**config.mk**
```make
export PLATFORM = sky130hd
export DESIGN_NAME = fifo_burst_reader
export DESIGN_NICKNAME = d
export VERILOG_FILES = /design/src/rtl/fifo_burst_reader.sv
export SDC_FILE = /design/constraint.sdc
export NUM_CORES = 1
export LEC_CHECK = 0
export ABC_AREA = 1
export BUFFER_PORTS_ARGS = -buffer_cell sky130_fd_sc_hd__buf_2
export CAP_MARGIN = 40
export CELL_PAD_IN_SITES_DETAIL_PLACEMENT = 1
export CELL_PAD_IN_SITES_GLOBAL_PLACEMENT = 2
export CORE_MARGIN = 2
export CORE_UTILIZATION = 31
export DETAILED_ROUTE_END_ITERATION = 7
export MAX_ROUTING_LAYER = met4
export PLACE_DENSITY_LB_ADDON = 0.1
export SLEW_MARGIN = 10
export SYNTH_ARGS = -nofsm -noshare
export SYNTH_HDL_FRONTEND = slang
export SYNTH_SLANG_ARGS = --single-unit
export TNS_END_PERCENT = 100
```
**constraint.sdc**
```tcl
create_clock -name clk -period 3.1 [get_ports clk]
set_clock_uncertainty 0.1 [all_clocks]
set_input_delay 0.62 -clock clk [delete_from_list [all_inputs] [get_ports clk]]
set_output_delay 0.62 -clock clk [all_outputs]
set_load 0.01 [all_outputs]
```
**src/rtl/fifo_burst_reader.sv**
```systemverilog
// Read-side burst controller for the 16x8 FIFO: drains a requested word count,
// hides the one-cycle RAM read latency in a 2-entry skid buffer, and streams it out.
module fifo_burst_reader #(
  parameter int WIDTH = 8,
  parameter int LEN_W = 5
) (
  input  logic             clk,
  input  logic             reset,
  input  logic             start,
  input  logic [LEN_W-1:0] len,
  output logic             busy,
  output logic             done,
  input  logic             fifo_empty,
  input  logic [WIDTH-1:0] fifo_data,
  output logic             fifo_read,
  output logic [WIDTH-1:0] out_data,
  output logic             out_valid,
  input  logic             out_ready,
  output logic [LEN_W-1:0] words_out
);

  typedef enum logic [1:0] {IDLE, RUN, FLUSH} state_t;

  state_t           state, state_next;
  logic [LEN_W-1:0] remaining;
  logic             pend;
  logic [1:0]       occ;
  logic [WIDTH-1:0] head, tail;
  logic             pop, credit, done_next, load;
  logic [2:0]       inflight;

  // A read may only issue if the word it returns is guaranteed a skid slot.
  always_comb begin
    state_next = state;
    fifo_read  = 1'b0;
    done_next  = 1'b0;
    load       = 1'b0;
    pop        = (occ != 2'd0) && out_ready;
    inflight   = {1'b0, occ} + {2'b00, pend} - {2'b00, pop};
    credit     = (inflight < 3'd2);
    case (state)
      IDLE: begin
        if (start) begin
          if (len != '0) begin
            state_next = RUN;
            load       = 1'b1;
          end else begin
            done_next = 1'b1;
          end
        end
      end
      RUN: begin
        fifo_read = !fifo_empty && (remaining != '0) && credit;
        if (fifo_read && (remaining == LEN_W'(1)))
          state_next = FLUSH;
      end
      FLUSH: begin
        if (!pend && (occ == 2'd0)) begin
          state_next = IDLE;
          done_next  = 1'b1;
        end
      end
      default: state_next = IDLE;
    endcase
  end

  always_ff @(posedge clk or posedge reset) begin
    if (reset) state <= IDLE;
    else       state <= state_next;
  end

  // Datapath: burst counters plus the skid buffer (head is the visible word).
  always_ff @(posedge clk or posedge reset) begin
    if (reset) begin
      done      <= 1'b0;
      pend      <= 1'b0;
      remaining <= '0;
      words_out <= '0;
      occ       <= 2'd0;
      head      <= '0;
      tail      <= '0;
    end else begin
      done <= done_next;
      pend <= fifo_read;
      if (load)
        remaining <= len;
      else if (fifo_read)
        remaining <= remaining - LEN_W'(1);
      if (load)
        words_out <= '0;
      else if (pop && (words_out != '1))
        words_out <= words_out + LEN_W'(1);
      case ({pend, pop})
        2'b10: begin
          if (occ == 2'd0) head <= fifo_data;
          else             tail <= fifo_data;
          occ <= occ + 2'd1;
        end
        2'b01: begin
          head <= tail;
          occ  <= occ - 2'd1;
        end
        2'b11: begin
          if (occ == 2'd1) begin
            head <= fifo_data;
          end else begin
            head <= tail;
            tail <= fifo_data;
          end
        end
        default: ;
      endcase
    end
  end

  assign out_data  = head;
  assign out_valid = (occ != 2'd0);
  assign busy      = (state != IDLE);

endmodule

```
# Yosys cells after proc, flatten, opt, wreduce, memory -nomap -nowiden
# Cells that the tools add are included.
# op_classes
add_sub_neg	6
n_reduce_logical	22
mux	24
n_eq_ne	15
n_lt_le_gt_ge	1
# ops
op	count
$mux W8	4
$pmux W8 S3	1
$mux W5	4
$pmux W8 S2	1
$ne A2 B2 Y1 const B	7
$reduce_bool A2 Y1	6
$reduce_bool A5 Y1	2
$mux W2	4
$mux W1	7
$eq A2 B1 Y1 const B	3
$eq A2 B2 Y1 const B	3
$logic_and A1 B1 Y1	6
$pmux W2 S3	1
$add A5 B1 Y5 const B	1
$eq A5 B1 Y1 const B	1
$ne A5 B5 Y1 const B	1
$sub A5 B1 Y5 const B	1
$logic_not A2 Y1	2
$pmux W2 S2	1
$reduce_and A4 Y1	1
$add A2 B1 Y3	1
$lt A3 B2 Y1 const B	1
$reduce_and A3 Y1	1
$reduce_bool A3 Y1	1
6 further kinds	7
# totals
in_bits	18
ff_bits	32
output_inout_bits	17

# Logic depth before layout (Yosys ltp)
# logic_depth
ltp_word	8
mapped_depth	13
depth_no_buf	13

# Worst setup path before layout
# OpenSTA, ideal clock, no wires.
# synth_path
kind	register to output
from	register occ[1]
to	output port fifo_read
path_buffers	0
stages_incl_launch_ff	12
setup_slack_ns	0.153
t_arrival_ns	2.227
path_cell_list	dfrtp_1 inv_1 ha_1 inv_4 nand2_4 nor2_1 o21ai_0 fa_1 nand2_1 nor2_1 nand4_2 inv_1
# synth_between
elab_chain_cells	6
elab_cells_between_ends	7
cone_classes	2 x add/sub; 1 x order compare; 1 x mux; 3 x reduce/logical
# synth_rtl
element	line	source
start: declaration	27	logic [1:0] occ;
start signal: assignment	97	occ <= occ + 2'd1;
start signal: assignment	101	occ <= occ - 2'd1;
$reduce_bool A2 Y1	-	
via out_valid	17	output logic out_valid,
$logic_and A1 B1 Y1	38	pop = (occ != 2'd0) && out_ready;
$sub A3 B1 Y3	39	inflight = {1'b0, occ} + {2'b00, pend} - {2'b00, pop};
$lt A3 B2 Y1	40	credit = (inflight < 3'd2);
$logic_and A1 B1 Y1	53	fifo_read = !fifo_empty && (remaining != '0) && credit;
$mux W1	41	case (state)
end: declaration	15	output logic fifo_read,
# The timed path passes the listed nets, and every way through them passes these cells.

# Worst setup path in the final report
# layout_path
from	register occ[0]
to	output port fifo_read
# layout_between
elab_chain_cells	6
elab_cells_between_ends	7
cone_classes	2 x add/sub; 1 x order compare; 1 x mux; 3 x reduce/logical
# layout_rtl
element	line
parallel branches: the longest is 2 deep, another holds $add A2 B1 Y3	-
$sub A3 B1 Y3 (*)	39
$lt A3 B2 Y1 (*)	40
$logic_and A1 B1 Y1 (*)	53
$mux W1 (*)	41
# Mark *: on every way between the ends.

==> run summary <==
Avg Inst Size Synth -> 7.757 um2
DR WL/cell -> 13.33 um
I/O pin count -> 35
Reg2Reg Capture Point -> remaining[4]$_DFFE_PP0P_
Synthesized Nets -> 273
Placed cell count -> 357
Finished Layout Cells -> 368
Cell family with most CP delay -> adder cells
Post-synthesis sequential area ratio -> 42.13%
Synth top cells by count -> nand2_1, dfrtp_1, inv_1
Setup slack, reg-to-reg -> 600 ps
Num CTS Buffers -> 5
Slew @ Worst Pin -> 751.9 ps
DR vias -> 1,702
Worst r2r src -> occ[0]$_DFFE_PP0P_
HP Class -> input pin to asynchronous set/reset pin
Final antenna-violating net count -> 0
Worst-case clock buffer depth -> 2
Die width -> 82.30 um
Crit path time final -> 2933 ps
Largest cells by area after synthesis -> dfrtp_1, nand2_1, nand3_1
Core Util, Final -> 39.26%
Synth unique cells -> 29
Setup-failing EPs final -> 0
Setup TNS -> 0 ps
Normalized max-slew margin -> 49.82%
Yosys top cell area share -> 42.13%
Post-Synth Simple-Gate Area -> 37.85%
Worst-Skew Late Latency -> 280 ps
#FFs+latches synth -> 32
Initial Utilization -> 32.10%
Clock-pin slew on the worst setup and hold paths -> 70 ps
Reg2Reg Depth -> 14
Synth Area in Compound Gates -> 4.806%
Final period util -> 94.61%
Worst Setup Start Kind -> register
Vias in the first global route -> 1,834
Async set-reset flop share out of synthesis -> 100.0%
Net load switching power -> 1079 uW
Pwr/cell area -> 1011 nW/um2
Largest net degree at the start of global routing -> 20
# DRC -> 0
Post-Synth Adder-Cell Area -> 6.978%
Initial antenna violation count -> 0
Status -> finished clean
Final WL -> 4906 um
Final Wtd Congestion -> 0.7084
Ys flop type -> dfrtp_1
Combinational share of power -> 54.5%
Most frequent cell after synthesis -> nand2_1
First-pass iteration count of the detailed router -> 4
IO Port Bufs -> 34
Cells after Synth -> 245
Layout area overhead -> 22.32%
Max-cap violations -> 0
H-tree depth -> 2
GRT Util Overall -> 17.56%
Final hold viol count -> 0
Setup CP Type -> register to primary output
Netlist Area Pre-Place -> 1901 um2
Hpwl dp -> 3727 um
Slowest-stage cell, CP -> fa_1
Crit path depth -> 11
Total core area -> 5921 um2
Internal -> 1273 uW
Largest area contributor in the netlist -> dfrtp_1
Leakage dissipation -> 0.001306 uW
Clk pwr share -> 14.3%
Clock Sinks -> 32
Number of synthesized flops with an enable pin -> 0
Die Y -> 82.30 um
Global-route wire length before repair -> 8714 um
Clock root buffer -> clkbuf_8
Crit path DAT -> 2210 ps
RSZ-0062 raised after global routing -> no
Fmax -> 0.3410 GHz
# hold bufs at CTS -> 0
Iteration-0 DRC Markers -> 66
Worst-path cell chain -> inv_1, ha_4, nor2_8, nor2_1, o21ai_2, fa_1, nand2_1, nor2_2, nand4_2, inv_2, buf_2
Worst vdd ir -> 359.4 uV
Antenna Cells -> 0
Layout cells sized above 1 -> 24.57%
Largest family of logic cells by synthesized area -> simple AND/OR/NAND/NOR gates
CTS tree -> built
CP Max Fanout -> 4
WP buf/inv -> 3
WP data required -> 2380 ps
Largest stage delay on the critical path -> 490 ps
Site Rows -> 28
Critical path endpoint category -> primary output
Flop pwr share -> 31.2%
XOR/XNOR Fraction of Synth Area -> 1.382%
Via density -> 4.625
Final net count -> 320
Yosys warnings -> 0
Die area -> 6773 um2
Grt ovf -> 0
Sw frac -> 45.87%
Slew Limit Fails -> 0
Multiplexer share of the synthesized area -> 0%
-- timing repair --
action,4_1_cts,5_1_grt
pin swaps,0,1
buffers inserted,2,1
gates resized for setup,6,4
endpoints found under the setup margin,1,1
-- metal layers --
layer / global-route usage, % / vias up / wire, um
met2: 29.35 / 23 / 2390
met5: - / - / 0
met1: 21.38 / 817 / 2301
met4: 5.000 / 0 / 63
met3: 3.696 / 6 / 151
li1: - / 856 / -
-- stage by stage --
stage	hold slack (ps)	total power [uW]	setup slack, ps	instance area (um2)
floorplan	375.9	1604	152.8	1901
global placement	359.5	1944	112.7	2183
detailed placement	366.9	1972	4.404	2183
CTS	384.3	2380	32.61	2311
global route	402.5	2629	8.603	2325
finish	357.2	2351	167.1	2325
-- layout by cell type (no fill, tap or decap), types with 2 or more instances in the layout --
cell / synthesis / layout
nor3_1: 2 / 2
o21ai_0: 4 / 3
inv_2: 3 / 5
nand2_1: 102 / 102
nand3_1: 24 / 24
a21oi_1: 5 / 5
clkbuf_1: 0 / 2
dfrtp_1: 32 / 32
nand2_4: 4 / 4
nor2_4: 2 / 3
inv_1: 27 / 25
xnor2_1: 2 / 2
clkbuf_8: 0 / 6
nor2_2: 2 / 3
buf_2: 0 / 34
ha_1: 9 / 8
o21ai_4: 2 / 2
buf_4: 0 / 7
nor2_1: 11 / 9
-- area by class of cell --
type	count	area (um2)
clock buffer	8	90.09
inverter	31	121.4
sequential	32	800.8
tap	75	93.84
fill	765	3596
timing repair buffer	41	222.7
multi-input combinational	181	996.0
-- state kept, by name, indices dropped and copies added, names as in the netlist --
name and cells:
done 1, tail 8, remaining 5, state 2
words_out 5, pend 1, out_data 8, occ 2
-- logic make-up after synthesis --
kind of cell / count (synthesis)
DFF: 32
buffers and inverters: 32
and+or+nand+nor: 155
adders and majority gates: 10
xor gates and xnor gates: 3
AOI/OAI and AO/OA: 13
-- power groups by stage --
| stage | clock, uW | sequential (uW) | combinational (uW) |
|---|---|---|---|
| 2_1_floorplan | 0 | 756 | 848 |
| 3_3_place_gp | 0 | 744 | 1200 |
| 3_5_place_dp | 0 | 749 | 1220 |
| 4_1_cts | 348 | 734 | 1300 |
| 5_1_grt | 371 | 762 | 1500 |
| 6_report | 336 | 734 | 1280 |
-- worst max-delay path by stage --
stage / from / end / slack (ps)
2_1_floorplan: occ[1]$_DFFE_PP0P_ / fifo_read / 150
3_3_place_gp: occ[1]$_DFFE_PP0P_ / fifo_read / 110
3_5_place_dp: occ[1]$_DFFE_PP0P_ / fifo_read / 4
4_1_cts: occ[1]$_DFFE_PP0P_ / fifo_read / 30
5_1_grt: occ[1]$_DFFE_PP0P_ / fifo_read / 9
6_report: occ[0]$_DFFE_PP0P_ / fifo_read / 170
Note: power is estimated with default switching activity, not from simulation.
